### config.mk
export PLATFORM = sky130hd
export DESIGN_NAME = fetch_prefetch
export DESIGN_NICKNAME = d
export VERILOG_FILES = /design/src/rtl/fetch_prefetch.sv
export SDC_FILE = /design/constraint.sdc
export NUM_CORES = 1
export LEC_CHECK = 0
export ABC_AREA = 1
export BUFFER_PORTS_ARGS = -buffer_cell sky130_fd_sc_hd__buf_2
export CAP_MARGIN = 20
export CORE_MARGIN = 2
export CORE_UTILIZATION = 30
export DETAILED_ROUTE_END_ITERATION = 7
export GPL_TIMING_DRIVEN = 0
export HOLD_SLACK_MARGIN = 0.06
export SYNTH_ARGS = -nofsm -noshare
export SYNTH_HDL_FRONTEND = slang
export SYNTH_SLANG_ARGS = --single-unit
### constraint.sdc
create_clock -name clk_i -period 3.6 [get_ports clk_i]
set_input_delay 0 -clock clk_i [delete_from_list [all_inputs] [get_ports clk_i]]
set_output_delay 0 -clock clk_i [all_outputs]
set_load 0.01 [all_outputs]
### src/rtl/fetch_prefetch.sv
// ---------------------------------------------------------------------------
// fetch_prefetch
//
// Instruction fetch unit with a prefetch FIFO. It owns the fetch PC and
// streams sequential reads to a synchronous instruction memory (1-cycle read
// latency, halfword addressed). Each response is pushed into a FIFO_DEPTH-entry
// buffer that feeds decode. A redirect flushes the buffer, drops any read in
// flight and restarts fetch at redirect_addr_i.
//
// Optional feature macro: FETCH_BYPASS_EN
//   defined   : a response that arrives while the FIFO is empty is presented
//               straight to decode in the same cycle (latency 1).
//   undefined : every instruction goes through the FIFO (latency 2).
//
// Ports
//   clk_i            clock, rising edge
//   rst_ni           asynchronous active-low reset
//   fetch_en_i       permit new memory reads
//   redirect_valid_i flush and restart at redirect_addr_i
//   redirect_addr_i  new fetch PC
//   mem_addr_o       read address (the PC register)
//   mem_en_o         memory enable, high only in an issue cycle
//   mem_rd_en_o      copy of mem_en_o
//   mem_wr_en_o      tied low
//   mem_dout_i       read data, valid the cycle after an issue
//   instr_o          head instruction
//   instr_pc_o       address of instr_o
//   instr_valid_o    instr_o / instr_pc_o valid
//   instr_ready_i    decode accepts
//   dbg_state_o      FSM state (0 = IDLE, 1 = RUN)
//
// Handshake: a transfer to decode happens on a rising edge where
// instr_valid_o and instr_ready_i are both high. While instr_valid_o is high
// and instr_ready_i is low, instr_o and instr_pc_o hold stable. instr_valid_o
// never depends on instr_ready_i.
// ---------------------------------------------------------------------------
module fetch_prefetch #(
  parameter int          ADDR_WIDTH  = 12,
  parameter int          INSTR_WIDTH = 16,
  parameter int          FIFO_DEPTH  = 4,
  parameter int unsigned RESET_PC    = 0
) (
  input  logic                   clk_i,
  input  logic                   rst_ni,
  input  logic                   fetch_en_i,
  input  logic                   redirect_valid_i,
  input  logic [ADDR_WIDTH-1:0]  redirect_addr_i,
  output logic [ADDR_WIDTH-1:0]  mem_addr_o,
  output logic                   mem_en_o,
  output logic                   mem_rd_en_o,
  output logic                   mem_wr_en_o,
  input  logic [INSTR_WIDTH-1:0] mem_dout_i,
  output logic [INSTR_WIDTH-1:0] instr_o,
  output logic [ADDR_WIDTH-1:0]  instr_pc_o,
  output logic                   instr_valid_o,
  input  logic                   instr_ready_i,
  output logic                   dbg_state_o
);

  localparam int PTR_W = $clog2(FIFO_DEPTH);
  localparam int CNT_W = PTR_W + 1;
  localparam logic [CNT_W-1:0] DEPTH_CNT = CNT_W'(FIFO_DEPTH);
  localparam logic [CNT_W:0]   DEPTH_OCC = (CNT_W + 1)'(FIFO_DEPTH);

  typedef enum logic {IDLE = 1'b0, RUN = 1'b1} state_e;

  state_e                 state_q;
  logic [ADDR_WIDTH-1:0]  pc_q, pc_d;
  logic                   inflight_q, inflight_d;
  logic [ADDR_WIDTH-1:0]  resp_pc_q, resp_pc_d;
  logic [CNT_W-1:0]       cnt_q, cnt_d;
  logic [PTR_W-1:0]       rd_ptr_q, rd_ptr_d;
  logic [PTR_W-1:0]       wr_ptr_q, wr_ptr_d;

  logic [INSTR_WIDTH-1:0] fifo_instr_q [FIFO_DEPTH];
  logic [ADDR_WIDTH-1:0]  fifo_pc_q    [FIFO_DEPTH];

  logic                   fifo_empty;
  logic [CNT_W:0]         occupancy;
  logic                   issue;
  logic                   resp_live;
  logic                   bypass;
  logic                   pop;
  logic                   fifo_pop;
  logic                   fifo_push;

  always_comb begin
    fifo_empty = (cnt_q == '0);
    // A pop in the same cycle is deliberately not credited, which keeps
    // instr_ready_i out of the mem_en_o cone.
    occupancy  = {1'b0, cnt_q} + {{CNT_W{1'b0}}, inflight_q};
    issue      = (state_q == RUN) & fetch_en_i & (occupancy < DEPTH_OCC)
                 & ~redirect_valid_i;
    // A response landing in a redirect cycle belongs to the old stream.
    resp_live  = inflight_q & ~redirect_valid_i;
`ifdef FETCH_BYPASS_EN
    bypass     = resp_live & fifo_empty;
`else
    bypass     = 1'b0;
`endif

    instr_o       = '0;
    instr_pc_o    = '0;
    if (bypass) begin
      instr_o    = mem_dout_i;
      instr_pc_o = resp_pc_q;
    end else if (!fifo_empty) begin
      instr_o    = fifo_instr_q[rd_ptr_q];
      instr_pc_o = fifo_pc_q[rd_ptr_q];
    end
    instr_valid_o = (~fifo_empty | bypass) & ~redirect_valid_i;

    pop       = instr_valid_o & instr_ready_i;
    fifo_pop  = pop & ~fifo_empty;
    // A bypassed response that decode takes immediately never enters the FIFO.
    fifo_push = resp_live & ~(bypass & instr_ready_i);

    pc_d       = pc_q;
    inflight_d = issue;
    resp_pc_d  = resp_pc_q;
    cnt_d      = cnt_q;
    rd_ptr_d   = rd_ptr_q;
    wr_ptr_d   = wr_ptr_q;

    if (redirect_valid_i) begin
      pc_d     = redirect_addr_i;
      cnt_d    = '0;
      rd_ptr_d = '0;
      wr_ptr_d = '0;
    end else begin
      if (issue) begin
        pc_d      = pc_q + ADDR_WIDTH'(1);
        resp_pc_d = pc_q;
      end
      if (fifo_push) wr_ptr_d = wr_ptr_q + PTR_W'(1);
      if (fifo_pop)  rd_ptr_d = rd_ptr_q + PTR_W'(1);
      case ({fifo_push, fifo_pop})
        2'b10:   cnt_d = cnt_q + CNT_W'(1);
        2'b01:   cnt_d = cnt_q - CNT_W'(1);
        default: cnt_d = cnt_q;
      endcase
    end
  end

  always_ff @(posedge clk_i or negedge rst_ni) begin
    if (!rst_ni) begin
      state_q    <= IDLE;
      pc_q       <= ADDR_WIDTH'(RESET_PC);
      inflight_q <= 1'b0;
      resp_pc_q  <= '0;
      cnt_q      <= '0;
      rd_ptr_q   <= '0;
      wr_ptr_q   <= '0;
    end else begin
      case (state_q)
        IDLE:    if (fetch_en_i)  state_q <= RUN;
        RUN:     if (!fetch_en_i) state_q <= IDLE;
        default: state_q <= IDLE;
      endcase
      pc_q       <= pc_d;
      inflight_q <= inflight_d;
      resp_pc_q  <= resp_pc_d;
      cnt_q      <= cnt_d;
      rd_ptr_q   <= rd_ptr_d;
      wr_ptr_q   <= wr_ptr_d;
    end
  end

  // Storage needs no reset: entries are only read when counted as occupied.
  always_ff @(posedge clk_i) begin
    if (fifo_push) begin
      fifo_instr_q[wr_ptr_q] <= mem_dout_i;
      fifo_pc_q[wr_ptr_q]    <= resp_pc_q;
    end
  end

  assign mem_addr_o  = pc_q;
  assign mem_en_o    = issue;
  assign mem_rd_en_o = issue;
  assign mem_wr_en_o = 1'b0;
  assign dbg_state_o = state_q;

  // Issue throttling makes a push into a full FIFO impossible.
  no_overflow_a : assert property (@(posedge clk_i) disable iff (!rst_ni)
    !(fifo_push && (cnt_q == DEPTH_CNT) && !fifo_pop));

endmodule
==> impl_metrics.env <==
export IMPL_io_pins=78
export IMPL_setup_viol=0
export IMPL_grt_max_degree=34
export IMPL_worst_r2r_startpoint="mem_addr_o[1]"
export IMPL_synth_cell_type_count=32
export IMPL_num_antenna_cells=0
export IMPL_r2r_slack_ps=1580
export IMPL_p_sw_frac=0.331
export IMPL_timing_slew_headroom=0.377
export IMPL_vias=4324
export IMPL_first_global_vias=4260
export IMPL_synth_top_area_frac=0.553
export IMPL_first_pass_iters=4
export IMPL_num_rows=52
export IMPL_end_kind="primary output"
export IMPL_gp_congestion=0.803
export IMPL_powerDensity_nw_per_um2=667
export IMPL_worst_r2r_cell_count=7
export IMPL_gr_total_overflow=0
export IMPL_worstReg2RegEnd="mem_addr_o[8]"
export IMPL_synth_cell_area_um2=6080
export IMPL_intPower_mw=3.48
export IMPL_mostFrequentLayoutCells="nor2_1, edfxtp_1, buf_2"
export IMPL_numCtsBuffers=17
export IMPL_dp_slack_ps=1750
export IMPL_pwr_share_clk=0.340
export IMPL_slew_violations=0
export IMPL_final_min_clock_period_ps=2060
export IMPL_p_sw_mw=1.72
export IMPL_drc_errors=0
export IMPL_drtAntennaViolNets=0
export IMPL_coreArea_um2=20000
export IMPL_cts_sinks=145
export IMPL_drv_cap=0
export IMPL_avgSynthCellArea_um2=11.1
export IMPL_drt_total_wl_um=14300
export IMPL_worst_slew_pin_transition_ps=932
export IMPL_drt_iter0_drc=209
export IMPL_clk_path_buf_depth=2
export IMPL_fillers=1952
export IMPL_cts_hold_buf=36
export IMPL_layoutNonFillerInstCount=961
export IMPL_required_ps=3600
export IMPL_clock_fmax_mhz=486
export IMPL_synth_seq_cells=145
export IMPL_start_util=0.303
export IMPL_dp_cells=893
export IMPL_yosys_warnings=0
export IMPL_die_y_um=146
export IMPL_ir_drop_mv=0.434
export IMPL_holdCritPathClass="input port to async pin"
export IMPL_area_growth_pct=28.3
export IMPL_synthCells=547
export IMPL_layout_cells_most_common="nor2_1"
export IMPL_cp_max_fo=10
export IMPL_final_hold_violation_count=0
export IMPL_power_frac_seq=0.404
export IMPL_rsz0062_at_grt="no"
export IMPL_synth_seq_area_share=0.689
export IMPL_synth_largest_area_cell="edfxtp_1"
export IMPL_start_kind="register"
export IMPL_clkTransAtPathRegs_ps=70
export IMPL_grt_antenna_before_repair=0
export IMPL_cts_resized=0
export IMPL_drive_gt1_frac=0.219
export IMPL_dpl_hpwl_um=8830
export IMPL_path_class="register to primary output"
export IMPL_fin_setup_tns_ps=0
export IMPL_finClkSkew_ps=10.4
export IMPL_h_tree_depth=4
export IMPL_final_nets=717
export IMPL_die_area_um2=21400
export IMPL_worstPathArrival_ps=2060
export IMPL_outcome="finished clean"
export IMPL_setup_ws_ps=1540
export IMPL_gr_usage_all_layers=0.138
export IMPL_syn_nets=586
export IMPL_p_comb_frac=0.256
export IMPL_synthTopCellsByArea="edfxtp_1, dfrtp_1, nor2_1"
export IMPL_power_leakage_nw=3.05
export IMPL_seq_area_um2=4190
export IMPL_fin_crit_sh=0.571
export IMPL_avgViaCountPerCell=4.50
export IMPL_cts_root_buffer="clkbuf_16"
export IMPL_multi_input_area_um2=1660
export IMPL_die_x_um=146
export IMPL_post_drt_wl_per_cell_um=14.8
export IMPL_cts_setup_buffers=0
export IMPL_grt_first_pass_wirelength_um=22700
export IMPL_port_buffers=75
export IMPL_clk_latency_ps=420
export IMPL_cts_tree="built"
area by class of cell:
class	count	area share
timing repair buffer	112	0.0969
buffer	29	0.0207
multi-input combinational	347	0.213
sequential	145	0.537
tap	270	0.0433
clock buffer	17	0.0545
inverter	26	0.0128
clock inverter	15	0.0221
cells in the mapped netlist:
master	number
inv_2	6
o21ai_1	10
inv_1	19
dfrtp_1	33
nand2_2	5
nand3b_1	4
nand3_2	3
o211ai_1	4
edfxtp_1	112
nand3_1	17
xnor2_1	2
buf_6	2
fa_1	1
ha_1	5
nor2_2	2
xor2_1	1
conb_1	1
a31oi_1	2
buf_4	6
o31ai_1	1
nor2_4	1
nand4_1	2
o21ai_0	64
buf_1	1
nand4_2	1
a21oi_1	32
clkbuf_2	2
buf_2	10
nor2_1	132
inv_4	1
nand2_1	57
clkbuf_1	8
registers in the layout (all words and copies together), names as in the netlist:
signal,count
fifo_pc_q,48
resp_pc_q,12
cnt_q,3
mem_addr_o,12
inflight_q,1
wr_ptr_q,2
dbg_state_o,1
rd_ptr_q,2
fifo_instr_q,64
stage by stage:
| stage | area (um2) | utilization | hold WS [ps] | total power [mW] |
|---|---|---|---|---|
| after detailed placement | 6840 | 0.341 | 125 | 3.46 |
| after global placement | 6790 | 0.339 | 123 | 3.44 |
| after global routing | 7800 | 0.389 | 251 | 5.50 |
| after CTS | 7800 | 0.389 | 224 | 5.25 |
| after floorplan | 6080 | - | -296 | 2.89 |
| final | 7800 | 0.389 | 214 | 5.21 |
cell families after synthesis:
logic type                 count (synthesis)  synth area share
and+or+nand+nor                          224             0.154
DFF                                      145             0.689
AOI/OAI and AO/OA                        113            0.0955
buffers and inverters                     55            0.0430
adders and majority gates                  6            0.0136
xor gates and xnor gates                   3           0.00432
other                                      1          0.000617
power by group through the flow:
stage | Sequential (mW) | Combinational (mW) | Clock, mW
after global placement | 2.14 | 1.30 | 0
after global routing | 2.13 | 1.52 | 1.85
after CTS | 2.10 | 1.36 | 1.78
final | 2.10 | 1.33 | 1.77
after floorplan | 2.10 | 0.792 | 0
after detailed placement | 2.14 | 1.32 | 0
routing by layer:
layer  part of all wire  global-route usage
met5                  0                   0
met1               0.46               0.186
met4             0.0086              0.0369
met3              0.052              0.0297
met2               0.48               0.226
critical path: stages, from the launching register on:
cell	delay, ps
dfrtp_1	360
buf_2	150
inv_2	60
clkbuf_1	420
o21ai_0	190
a21oi_1	280
buf_2	190
worst max path at each step:
stage                     start                  end  slack, ps  cells after the start
global placement    wr_ptr_q[1]      fifo_pc_q[1][0]        390                      4
CTS                 rd_ptr_q[0]        instr_pc_o[9]       1490                      6
finish              rd_ptr_q[0]        instr_pc_o[2]       1540                      6
floorplan           wr_ptr_q[0]   fifo_instr_q[2][0]       1340                      4
global route        rd_ptr_q[0]        instr_pc_o[9]       1330                      6
detailed placement  wr_ptr_q[0]  fifo_instr_q[0][14]       1750                      4
(Power assumes the default switching activity.)
